## config.mk

```make
export PLATFORM = sky130hd
export DESIGN_NAME = keccak_chi_dom_pipe_flat
export DESIGN_NICKNAME = d
export VERILOG_FILES = /design/src/rtl/keccak_chi_dom_pipe_if.sv /design/src/rtl/keccak_chi_dom_pipe.sv /design/src/flat_wrapper.sv
export SDC_FILE = /design/constraint.sdc
export NUM_CORES = 1
export LEC_CHECK = 0
export CAP_MARGIN = 20
export CORE_UTILIZATION = 65
export CTS_CLUSTER_SIZE = 20
export DETAILED_ROUTE_END_ITERATION = 12
export DONT_BUFFER_PORTS = 1
export HOLD_SLACK_MARGIN = 0.06
export PLACE_DENSITY = 0.8
export SLEW_MARGIN = 20
export SYNTH_ARGS = -nofsm -noshare
export SYNTH_HDL_FRONTEND = slang
export SYNTH_SLANG_ARGS = --single-unit
```

## constraint.sdc

```tcl
create_clock -name ClkxCI -period 3.2 [get_ports ClkxCI]
set_input_delay 0.64 -clock ClkxCI [delete_from_list [all_inputs] [get_ports ClkxCI]]
set_output_delay 0.64 -clock ClkxCI [all_outputs]
set_load 0.01 [all_outputs]
```

## src/rtl/keccak_chi_dom_pipe_if.sv

```systemverilog
// Handshake and data bundle for the masked chi stage: producer side (master) and stage side (slave).
interface keccak_chi_dom_pipe_if #(
  parameter int unsigned SHARES    = 2,
  parameter int unsigned ROWS      = 5,
  parameter int unsigned LESS_RAND = 1,
  parameter int unsigned CNT_W     = 8
);
  localparam int unsigned DataW    = SHARES * ROWS * 5;
  localparam int unsigned RandRawW = (SHARES * (SHARES - 1) / 2 - LESS_RAND) * ROWS * 5;
  localparam int unsigned RandW    = (RandRawW > 0) ? RandRawW : 1;

  logic             InValidxSI;
  logic             InReadyxSO;
  logic             RandValidxSI;
  logic [DataW-1:0] InputxDI;
  logic [RandW-1:0] ZxDI;
  logic             IotaRCxDI;
  logic             OutValidxSO;
  logic             OutReadyxSI;
  logic [DataW-1:0] OutputxDO;
  logic [CNT_W-1:0] BeatCntxDO;

  modport slave (
    input  InValidxSI, RandValidxSI, InputxDI, ZxDI, IotaRCxDI, OutReadyxSI,
    output InReadyxSO, OutValidxSO, OutputxDO, BeatCntxDO
  );

  modport master (
    output InValidxSI, RandValidxSI, InputxDI, ZxDI, IotaRCxDI, OutReadyxSI,
    input  InReadyxSO, OutValidxSO, OutputxDO, BeatCntxDO
  );
endinterface

```

## src/rtl/keccak_chi_dom_pipe.sv

```systemverilog
// DOM-masked Keccak chi (+ optional iota) over ROWS 5-bit rows with a one-deep valid/ready stage.
// Share products are registered uncompressed; share recombination happens after the flops.
module keccak_chi_dom_pipe #(
  parameter int unsigned SHARES    = 2,
  parameter int unsigned ROWS      = 5,
  parameter int unsigned LESS_RAND = 1,
  parameter int unsigned IOTA_EN   = 1,
  parameter int unsigned CNT_W     = 8
) (
  input logic                    ClkxCI,
  input logic                    RstxRI,
  keccak_chi_dom_pipe_if.slave   bus
);

  localparam int          Sh    = SHARES;
  localparam int          Rw    = ROWS;
  localparam int          Pairs = SHARES * (SHARES - 1) / 2;
  localparam int          ZUsed = Pairs - int'(LESS_RAND);
  localparam int unsigned RowW  = ROWS * 5;
  localparam int unsigned DataW = SHARES * RowW;
  localparam int unsigned FfW   = SHARES * SHARES * RowW;

  logic [FfW-1:0]   ff_q, ff_d;
  logic             out_valid_q;
  logic [CNT_W-1:0] cnt_q;
  logic [DataW-1:0] out_d;
  logic             in_ready, accept;
  logic             sx0, sx1, sx2, tx2, term;
  int               lo, hi, p;
  logic             unused_in;

  assign in_ready = ~out_valid_q | bus.OutReadyxSI;
  assign accept   = bus.InValidxSI & bus.RandValidxSI & in_ready;

  // FF(i,j) holds the (i,j) domain term; randomness is consumed only on accept.
  always_comb begin : chi_terms
    ff_d = ff_q;
    sx0  = 1'b0;
    sx1  = 1'b0;
    sx2  = 1'b0;
    tx2  = 1'b0;
    term = 1'b0;
    lo   = 0;
    hi   = 0;
    p    = 0;
    if (accept) begin
      for (int i = 0; i < Sh; i++) begin
        for (int j = 0; j < Sh; j++) begin
          for (int r = 0; r < Rw; r++) begin
            for (int x = 0; x < 5; x++) begin
              sx0 = bus.InputxDI[(i*Rw+r)*5 + x];
              sx1 = bus.InputxDI[(i*Rw+r)*5 + (x+1)%5];
              sx2 = bus.InputxDI[(i*Rw+r)*5 + (x+2)%5];
              tx2 = bus.InputxDI[(j*Rw+r)*5 + (x+2)%5];
              if (i == j) begin
                // The last pair's cross terms carry S[x0] for these two shares instead.
                if (LESS_RAND != 0 && i >= Sh - 2) term = ~sx1 & sx2;
                else                               term = sx0 ^ (~sx1 & sx2);
              end else begin
                lo = (i < j) ? i : j;
                hi = (i < j) ? j : i;
                p  = lo + hi * (hi - 1) / 2;
                if (p < ZUsed) term = (sx1 & tx2) ^ bus.ZxDI[(p*Rw+r)*5 + x];
                else           term = (sx1 & tx2) ^ sx0;
              end
              ff_d[((i*Sh+j)*Rw+r)*5 + x] = term;
            end
          end
        end
      end
      if (IOTA_EN != 0) ff_d[RowW] = ff_d[RowW] ^ bus.IotaRCxDI;
    end
  end

  always_ff @(posedge ClkxCI) begin
    if (RstxRI) begin
      ff_q        <= '0;
      out_valid_q <= 1'b0;
      cnt_q       <= '0;
    end else begin
      ff_q <= ff_d;
      if (accept)                out_valid_q <= 1'b1;
      else if (bus.OutReadyxSI)  out_valid_q <= 1'b0;
      if (accept) cnt_q <= cnt_q + CNT_W'(1);
    end
  end

  always_comb begin : compress
    out_d = '0;
    for (int i = 0; i < Sh; i++) begin
      for (int j = 0; j < Sh; j++) begin
        out_d[i*RowW +: RowW] = out_d[i*RowW +: RowW] ^ ff_q[(i*Sh+j)*RowW +: RowW];
      end
    end
  end

  assign bus.InReadyxSO  = in_ready;
  assign bus.OutValidxSO = out_valid_q;
  assign bus.OutputxDO   = out_d;
  assign bus.BeatCntxDO  = cnt_q;

  // Some configurations never read Z or the round constant.
  assign unused_in = ^{bus.ZxDI, bus.IotaRCxDI};

endmodule

```

## src/flat_wrapper.sv

```systemverilog
// flat-port wrapper written by rule: the top's interface ports become plain ports
module keccak_chi_dom_pipe_flat 
#(
  parameter int unsigned SHARES    = 2,
  parameter int unsigned ROWS      = 5,
  parameter int unsigned LESS_RAND = 1,
  parameter int unsigned IOTA_EN   = 1,
  parameter int unsigned CNT_W     = 8
)
  (ClkxCI, RstxRI, bus_InValidxSI, bus_RandValidxSI, bus_InputxDI, bus_ZxDI, bus_IotaRCxDI, bus_OutReadyxSI, bus_InReadyxSO, bus_OutValidxSO, bus_OutputxDO, bus_BeatCntxDO);
  keccak_chi_dom_pipe_if #(.SHARES(SHARES), .ROWS(ROWS), .LESS_RAND(LESS_RAND), .CNT_W(CNT_W)) bus_i ();
  input logic ClkxCI;
  input logic RstxRI;
  input wire logic [$bits(bus_i.InValidxSI)-1:0] bus_InValidxSI;
  input wire logic [$bits(bus_i.RandValidxSI)-1:0] bus_RandValidxSI;
  input wire logic [$bits(bus_i.InputxDI)-1:0] bus_InputxDI;
  input wire logic [$bits(bus_i.ZxDI)-1:0] bus_ZxDI;
  input wire logic [$bits(bus_i.IotaRCxDI)-1:0] bus_IotaRCxDI;
  input wire logic [$bits(bus_i.OutReadyxSI)-1:0] bus_OutReadyxSI;
  output wire logic [$bits(bus_i.InReadyxSO)-1:0] bus_InReadyxSO;
  output wire logic [$bits(bus_i.OutValidxSO)-1:0] bus_OutValidxSO;
  output wire logic [$bits(bus_i.OutputxDO)-1:0] bus_OutputxDO;
  output wire logic [$bits(bus_i.BeatCntxDO)-1:0] bus_BeatCntxDO;
  assign bus_i.InValidxSI = bus_InValidxSI;
  assign bus_i.RandValidxSI = bus_RandValidxSI;
  assign bus_i.InputxDI = bus_InputxDI;
  assign bus_i.ZxDI = bus_ZxDI;
  assign bus_i.IotaRCxDI = bus_IotaRCxDI;
  assign bus_i.OutReadyxSI = bus_OutReadyxSI;
  assign bus_InReadyxSO = bus_i.InReadyxSO;
  assign bus_OutValidxSO = bus_i.OutValidxSO;
  assign bus_OutputxDO = bus_i.OutputxDO;
  assign bus_BeatCntxDO = bus_i.BeatCntxDO;
  keccak_chi_dom_pipe #(.SHARES(SHARES), .ROWS(ROWS), .LESS_RAND(LESS_RAND), .IOTA_EN(IOTA_EN), .CNT_W(CNT_W)) u_core (.ClkxCI(ClkxCI), .RstxRI(RstxRI), .bus(bus_i));
endmodule
```

==> out/metrics.cfg <==
[logic_synthesis]
yosysSeqAreaShare = 0.407
synth_nets = 662
ys_seq_elements = 109
synth_cells = 604
synth_area_mm2 = 0.00537
ys_warn_count = 0
yosysMostFrequentCell = dfxtp_1
synth_area_per_cell_um2 = 8.89
yosys-top-cells-count = dfxtp_1 (109), a21oi_1 (105), xor2_1 (99), nand2_1 (53), o21ai_0 (52)
post-synth-top-area-fraction = 0.407
synth-async-reset-ratio = 0
yosys_most_used_dff = dfxtp_1
synth_area_leaders = dfxtp_1 (41%), xor2_1 (16%), a21oi_1 (9.8%)
synth.distinct_cells = 30
synth_edf_count = 0
synth_top_area_cell = dfxtp_1

[setup_path]
cp-start-kind = flop
reg2reg_depth = 4
crit_fanout = 54
critPathRequiredTime_ns = 2.56
timing_worst_setup_path_type = flop to output pin
cp.arrival_ns = 1.52
endpoint_kind = output pin

[grt]
antenna_found_initial = 0
grt_pass1_wl_mm = 20.0
grt_max_degree = 114
grt_overflow = 0
grt.total_usage = 0.286
grt_pass1_vias = 4253

[placed_design]
dp_slack_ns = 1.12
hpwl_mm = 7.43
portBuffers = 0
place.gp.congestion = 0.807

[routing]
drt_iter0_drc = 221
drtAntennaViolNets = 0
post-route-drc-count = 0
post_drt_wl_per_cell_um = 18.0
vias = 4375
wirelength_mm = 12.1
first_pass_iters = 4
via_per_inst = 6.50

[clock_tree]
root_buffer = clkbuf_8
ctsHoldBuffers = 0
h-tree-depth = 3
cts.sinks = 109
worstSkewPairLatency_ns = 0.36
cts_buffers = 9
clock_path_buffers = 2
cts_setup_buffers = 0
cts-resized-gates = 0
clk_pin_slew_ns = 0.10
cts_tree = built

[sta]
rsz0062_at_grt = no
max_freq_mhz = 463
period_share = 0.675
finClkSkew_ns = 0.0124
tightest_slew_ns = 0.642
finalCriticalPeriod_ns = 2.16
relSlewSlack = 0.572
setup_ws_ns = 1.04
setup_viol = 0
setup_tns_ns = 0
hold_viol = 0
timing.final.max_slew_violations = 0
whs_ns = 0.336

[finish]
layout.nets = 626
n_antenna_cell = 0
fin_util = 0.707
areaGrowthSynthToFinish_pct = 3.33
final_layout_size_suffix_gt1_frac = 0.0490

[pwr]
total_leakage_power_nw = 2.06
peakVddDrop_v = 0.000260
power_density_mw_per_mm2 = 499

[die]
coreArea_mm2 = 0.00785
fp.dieH_um = 92.9
ios = 117
rows = 32
dieWidth_um = 92.9
dieArea_mm2 = 0.00863
initial_core_util = 0.684

[min_path]
hold_depth = 1
worstHoldPathType = input pin to flop

[status]
status = finished clean

[flow_run]
maxCapViolCount = 0

## flip-flops by register name, indices dropped and copies added (netlist names)
register and flops:
u_core.bus.BeatCntxDO 8, u_core.ff_q 100, u_core.bus.OutValidxSO 1
## worst paths after layout
check | from | end | slack (ns)
setup / recovery | u_core.bus.OutValidxSO | bus_InReadyxSO | 1.04
hold / removal | RstxRI | u_core.ff_q[79] | 0.34
setup reg to reg | u_core.bus.OutValidxSO | u_core.bus.BeatCntxDO[6] | 1.31
hold reg to reg | u_core.ff_q[3] | u_core.ff_q[3] | 0.48
## logic make-up after synthesis
logic type | count (synthesis) | synth area share
compound gates | 210 | 0.220
xor+xnor | 101 | 0.165
fa+ha+maj | 1 | 0.00233
buf+inv | 55 | 0.0508
flops | 109 | 0.407
mux | 3 | 0.00629
simple gates | 125 | 0.149
## per-layer routing
layer | up-vias | track usage | routed length, um
met1 | 2139 | 0.358 | 5310
met2 | 133 | 0.486 | 5870
met3 | 15 | 0.0673 | 779
li1 | 2088 | - | -
met5 | - | 0 | 0
met4 | 0 | 0.0885 | 160
## report_power, final
group          switching, W  internal, W
Clock              0.000438     0.000533
Combinational      0.000200     0.000131
Sequential        0.0000443      0.00142
## layout by cell type (no fill, tap or decap), types with 4 or more instances in the layout
master    synthesis  routed
a21oi_1         105     105
dfxtp_1         109     109
o21ai_0          52      52
clkbuf_8          0      10
nand4b_1         50      50
a211oi_1         49      49
buf_4             5       4
nand2_1          53      52
xor2_1           99      99
## stage by stage
stage | total power [W] | instances | cell area, um2
final | 0.00277 | 673 | 5550
after floorplan | 0.00179 | 604 | 5370
after global routing | 0.00288 | 673 | 5550
after global placement | 0.00182 | 659 | 5310
after detailed placement | 0.00183 | 659 | 5310
after CTS | 0.00279 | 673 | 5550
## area by class of cell
type / instances / area [um2]
Multi-Input combinational cell: 440 / 2920
Fill cell: 648 / 2300
Sequential cell: 109 / 2180
Clock buffer: 10 / 138
Tap cell: 102 / 128
Clock inverter: 4 / 97.6
Timing Repair Buffer: 6 / 70.1
Inverter: 2 / 7.51
## worst max-delay path, cell delays in order (launching register included)
cell	delay [ns]
dfxtp_1	0.40
nor2b_4	0.37
inv_2	0.06
buf_4	0.30
No activity file was read; power rests on OpenSTA's default activity.
